`src/rtl/dac_pkg.sv`:
```
// rtl/dac_pkg.sv - shared state encoding, default widths and frame-period helper for the DAC SPI driver
package dac_pkg;

    typedef enum logic [1:0] {
        ST_IDLE  = 2'd0,
        ST_LOAD  = 2'd1,
        ST_SHIFT = 2'd2,
        ST_GAP   = 2'd3
    } dac_state_t;

    localparam int DDS_W       = 12;
    localparam int DAC_FRAME_W = 16;

    function automatic int frame_period(input int clk_div, input int frame_w, input int gap_cyc);
        return 1 + 2 * clk_div * frame_w + gap_cyc;
    endfunction

endpackage

```
`src/rtl/dac_sclk_gen.sv`:
```
// rtl/dac_sclk_gen.sv - SCLK divider producing the sclk level and an end-of-bit pulse
module dac_sclk_gen #(
    parameter int CLK_DIV = 4
) (
    input  logic clk,
    input  logic rstn,
    input  logic en,
    input  logic clr,
    output logic sclk,
    output logic bit_end
);

    localparam int DIV_W = (CLK_DIV > 1) ? $clog2(CLK_DIV) : 1;

    logic [DIV_W-1:0] div_cnt;
    logic             half_end;

    assign half_end = (div_cnt == DIV_W'(CLK_DIV - 1));
    assign bit_end  = en && half_end && !sclk;

    always_ff @(posedge clk or negedge rstn) begin
        if (!rstn) begin
            div_cnt <= '0;
            sclk    <= 1'b1;
        end else if (clr) begin
            div_cnt <= '0;
            sclk    <= 1'b1;
        end else if (en) begin
            if (half_end) begin
                div_cnt <= '0;
                sclk    <= ~sclk;
            end else begin
                div_cnt <= div_cnt + 1'b1;
            end
        end
    end

endmodule

```
`src/rtl/dac_spi_driver.sv`:
```
// rtl/dac_spi_driver.sv - single-entry hold buffer and SPI framer for a DAC7512-class serial DAC
module dac_spi_driver
    import dac_pkg::*;
#(
    parameter int DATA_W  = DDS_W,
    parameter int FRAME_W = DAC_FRAME_W,
    parameter int CLK_DIV = 4,
    parameter int GAP_CYC = 2,
    parameter int TWOS_IN = 1
) (
    input  logic              clk,
    input  logic              rstn,
    input  logic [DATA_W-1:0] din,
    input  logic              in_valid,
    output logic              dac_sclk,
    output logic              dac_sync_n,
    output logic              dac_sdin,
    output logic              busy,
    output logic [15:0]       drop_cnt
);

    localparam int BIT_W = (FRAME_W > 1) ? $clog2(FRAME_W) : 1;
    localparam int GAP_W = $clog2(GAP_CYC + 1);

    dac_state_t         state;
    dac_state_t         state_nxt;
    logic               hold_full;
    logic [FRAME_W-1:0] hold_data;
    logic [FRAME_W-1:0] frame_fmt;
    logic [FRAME_W-1:0] shift_reg;
    logic [BIT_W-1:0]   bit_cnt;
    logic [GAP_W-1:0]   gap_cnt;
    logic               consume;
    logic               bit_end;
    logic               last_bit;

    assign consume  = (state == ST_LOAD);
    assign last_bit = bit_end && (bit_cnt == '0);
    assign dac_sdin = shift_reg[FRAME_W-1];

    always_comb begin
        frame_fmt             = '0;
        frame_fmt[DATA_W-1:0] = din;
        if (TWOS_IN != 0) begin
            frame_fmt[DATA_W-1] = ~din[DATA_W-1];
        end
    end

    dac_sclk_gen #(
        .CLK_DIV (CLK_DIV)
    ) u_sclk_gen (
        .clk     (clk),
        .rstn    (rstn),
        .en      (state == ST_SHIFT),
        .clr     (consume),
        .sclk    (dac_sclk),
        .bit_end (bit_end)
    );

    always_ff @(posedge clk or negedge rstn) begin
        if (!rstn) begin
            state <= ST_IDLE;
        end else begin
            state <= state_nxt;
        end
    end

    always_comb begin
        state_nxt = state;
        case (state)
            ST_IDLE:  if (hold_full) state_nxt = ST_LOAD;
            ST_LOAD:  state_nxt = ST_SHIFT;
            ST_SHIFT: if (last_bit) state_nxt = ST_GAP;
            ST_GAP:   if (gap_cnt == '0) state_nxt = hold_full ? ST_LOAD : ST_IDLE;
            default:  state_nxt = ST_IDLE;
        endcase
    end

    always_ff @(posedge clk or negedge rstn) begin
        if (!rstn) begin
            hold_full <= 1'b0;
            hold_data <= '0;
            drop_cnt  <= '0;
        end else if (in_valid) begin
            hold_data <= frame_fmt;
            hold_full <= 1'b1;
            if (hold_full && !consume && (drop_cnt != '1)) begin
                drop_cnt <= drop_cnt + 16'd1;
            end
        end else if (consume) begin
            hold_full <= 1'b0;
        end
    end

    always_ff @(posedge clk or negedge rstn) begin
        if (!rstn) begin
            shift_reg  <= '0;
            bit_cnt    <= '0;
            gap_cnt    <= '0;
            dac_sync_n <= 1'b1;
            busy       <= 1'b0;
        end else begin
            busy <= (state_nxt != ST_IDLE);
            case (state)
                ST_LOAD: begin
                    shift_reg  <= hold_data;
                    bit_cnt    <= BIT_W'(FRAME_W - 1);
                    dac_sync_n <= 1'b0;
                end
                ST_SHIFT: begin
                    if (bit_end) begin
                        shift_reg <= {shift_reg[FRAME_W-2:0], 1'b0};
                        bit_cnt   <= bit_cnt - 1'b1;
                        if (bit_cnt == '0) begin
                            dac_sync_n <= 1'b1;
                            gap_cnt    <= GAP_W'(GAP_CYC - 1);
                        end
                    end
                end
                ST_GAP: begin
                    if (gap_cnt != '0) begin
                        gap_cnt <= gap_cnt - 1'b1;
                    end
                end
                default: begin
                end
            endcase
        end
    end

endmodule

```
`config.mk`:
```
export PLATFORM = sky130hd
export DESIGN_NAME = dac_spi_driver
export DESIGN_NICKNAME = d
export VERILOG_FILES = /design/src/rtl/dac_pkg.sv /design/src/rtl/dac_sclk_gen.sv /design/src/rtl/dac_spi_driver.sv
export SDC_FILE = /design/constraint.sdc
export NUM_CORES = 1
export LEC_CHECK = 0
export BUFFER_PORTS_ARGS = -buffer_cell sky130_fd_sc_hd__buf_2
export CORE_MARGIN = 10
export CORE_UTILIZATION = 40
export CTS_BUF_LIST = sky130_fd_sc_hd__clkbuf_8
export DETAILED_ROUTE_END_ITERATION = 8
export HOLD_SLACK_MARGIN = 0.05
export SYNTH_ARGS = -nofsm -noshare
export SYNTH_HDL_FRONTEND = slang
export SYNTH_SLANG_ARGS = --single-unit
```
`constraint.sdc`:
```
create_clock -name clk -period 2.04 [get_ports clk]
set_input_delay 0.306 -clock clk [delete_from_list [all_inputs] [get_ports clk]]
set_output_delay 0.306 -clock clk [all_outputs]
set_load 0.02 [all_outputs]
```
==> flow_summary.json <==
{
  "synth_area_mm2": 0.00283,
  "first_global_vias": 2042,
  "portBuffers": 34,
  "htree_levels": 3,
  "period_needed_ns": 1.87,
  "drc": 0,
  "root_buffer": "clkbuf_8",
  "die_area_mm2": 0.0108,
  "cts_tree": "built",
  "vias": 2017,
  "whs_ns": 0.147,
  "synth_cells": 257,
  "antenna_found_initial": 0,
  "grt_overflow": 0,
  "setup_viol": 0,
  "hold_viol": 0,
  "fin_nets": 327,
  "fillCellCount": 645,
  "clock_path_buffers": 2,
  "final_core_util": 0.491,
  "r2r-end": "drop_cnt[14]",
  "clock_latency_ns": 0.33,
  "ant_nets": 0,
  "die_h_um": 104,
  "slew_violations": 0,
  "power_density_mw_per_mm2": 1230,
  "max-vdd-ir-drop_uv": 731,
  "synth_top_cell_area_share": 0.495,
  "ys_seq_elements": 58,
  "start_util": 0.414,
  "power_w": 0.00412,
  "wl_met3_um": 211,
  "drtIter0Drc": 64,
  "startpoint_type": "flip-flop",
  "yosysSeqAreaShare": 0.514,
  "outcome": "finished clean",
  "fp.dieW_um": 104,
  "cts_resized": 0,
  "ios": 35,
  "avgSynthCellArea_um2": 11.0,
  "multi_input_area_mm2": 0.00128,
  "place_congestion": 0.753,
  "grtUsageTotal": 0.106,
  "setup_tns_ns": 0,
  "arrival_ns": 2.08,
  "path_clk_slew_ns": 0.06,
  "dp_slack_ns": 0.181,
  "synth.distinct_cells": 51,
  "min_from": "din[11]",
  "rr_startpoint": "state[1]",
  "drtPass1Iterations": 4,
  "rows": 30,
  "syn_nets": 281,
  "cts_buffers": 9,
  "grt_max_degree": 40,
  "synth-warning-count": 0,
  "grt_pass1_wl_um": 9580,
  "dr_wl_met2_um": 2590,
  "worstMarginPinSlew_ns": 0.497,
  "synth_area_leaders": "dfrtp_1 50%, mux2_2 4.8%, ha_1 4.0%, mux2i_1 3.9%, nand2_1 3.7%",
  "holdCritPathClass": "input pin to flip-flop",
  "slew_headroom": 0.666,
  "holdPathEnd": "hold_data[11]",
  "dp_hpwl_um": 4020,
  "crit_fanout": 5,
  "syn_to_final_growth_pct": 18.7,
  "end_kind": "flip-flop",
  "synth_top_cell_by_area": "dfrtp_1",
  "clock_skew_ns": 0.00674,
  "timing.final.crit_share": 0.915,
  "register_area_mm2": 0.00145,
  "core_mm2": 0.00683,
  "wl_met1_um": 2680,
  "avgRoutedWirePerCell_um": 13.9,
  "p_leak_nw": 1.58,
  "vias_per_cell": 5.00,
  "required_ns": 2.26,
  "max_cap_violations": 0,
  "n_antenna_cell": 0,
  "critPathKind": "flip-flop to flip-flop",
  "whs_path_depth": 2,
  "layout-drive-gt1-share": 0.283,
  "top_layer": "met4",
  "setup_ws_ns": 0.174,
  "rsz0062_at_grt": "false",
  "ff2ff_setup_slack_ns": 0.17,
  "fmax_ghz": 0.536,
  "ff2ff_path_depth": 6,
  "cts.sinks": 58,
  "wl_um": 5600
}
-- placed cells by master (no fill, tap or decap), drive strengths merged, types with 2 or more instances in the layout --
master	instances
dfrtp	56
buf	42
nand2	28
o21ai	22
nand3	15
mux2	14
inv	13
clkbuf	12
nor2	12
mux2i	11
xnor2	11
a21oi	10
ha	9
nand4	7
and4	5
and3	5
nor3b	3
nor4	3
and3b	2
nor2b	2
and2	2
nor3	2
dfstp	2
or2	2
a211oi	2
nand3b	2
-- power breakdown --
part | switching (W) | leakage, nW | internal, W | total [W]
Sequential | 0.000248 | 0.711 | 0.00146 | 0.00170
Clock | 0.000428 | 0.110 | 0.000651 | 0.00108
Combinational | 0.000756 | 0.759 | 0.000581 | 0.00134
Total | 0.00143 | 1.58 | 0.00269 | 0.00412
-- routing by layer --
layer,global-route usage,vias to the layer above
li1,-,1003
met1,0.131,975
met2,0.162,30
met3,0.0304,9
met4,0.0596,0
met5,0,-
-- metrics by stage --
stage	std cells	cell area (µm²)
after floorplan	257	2830
after global placement	387	3140
after detailed placement	387	3140
after CTS	403	3360
after global routing	403	3360
final	403	3360
-- synthesized netlist by cell type (all sizes together) --
cell type and instances:
buf 7, nor2 12, a21oi 10, nand3 15, a221oi 1, inv 12, nand4 7, nand3b 2
nor3 2, or2 2, and3b 2, a21o 1, o21ai 22, xnor2 11, a22oi 1, mux2i 11
and2 2, a31o 1, and2b 1, o311ai 1, and4 5, a221o 1, nor4 3, o211ai 1
a211oi 2, dfstp 2, dfrtp 56, xor2 1, ha 9, nand2 28, o22ai 1, mux2 14
and3 5, nor2b 2, clkbuf 1, nor3b 3
-- area by class of cell --
| class | instances | area share |
|---|---|---|
| flip-flops and latches | 58 | 0.433 |
| multi-input cells | 179 | 0.382 |
| repair buffers | 43 | 0.0753 |
| clock buffers | 12 | 0.0492 |
| well taps | 96 | 0.0358 |
| inverters | 12 | 0.0134 |
| clock inverters | 3 | 0.0116 |
-- how the worst max path moves through the flow --
stage	from	end	depth (start not counted)
2_1_floorplan	state[0]	busy	8
5_1_grt	state[1]	drop_cnt[14]	6
4_1_cts	state[1]	drop_cnt[14]	6
3_3_place_gp	state[1]	drop_cnt[14]	6
3_5_place_dp	state[1]	drop_cnt[14]	6
6_report	state[1]	drop_cnt[14]	6
-- kinds of logic (layout without fill, tap and decap cells) --
group | count (synthesis) | count (layout) | share of synthesized area
AOI/OAI and AO/OA | 42 | 42 | 0.0889
muxes | 25 | 25 | 0.0960
DFF | 58 | 58 | 0.514
adders and majority gates | 9 | 9 | 0.0398
buffers and inverters | 20 | 70 | 0.0332
xor gates and xnor gates | 12 | 12 | 0.0372
and+or+nand+nor | 91 | 91 | 0.191
-- timing repair --
action / CTS / global route
buffers inserted: 0 / 0
endpoints found under the setup margin: 0 / 0
hold endpoints to repair: 17 / 0
hold buffers: 1 / 0
-- critical path: stages (launching register included) --
cell and delay [ns]:
dfrtp_1 0.43, inv_1 0.09, ha_1 0.21, nand3b_4 0.20, nor4_2 0.50, nand4_1 0.18, xnor2_1 0.16
Power figures use the tool's default switching activity.
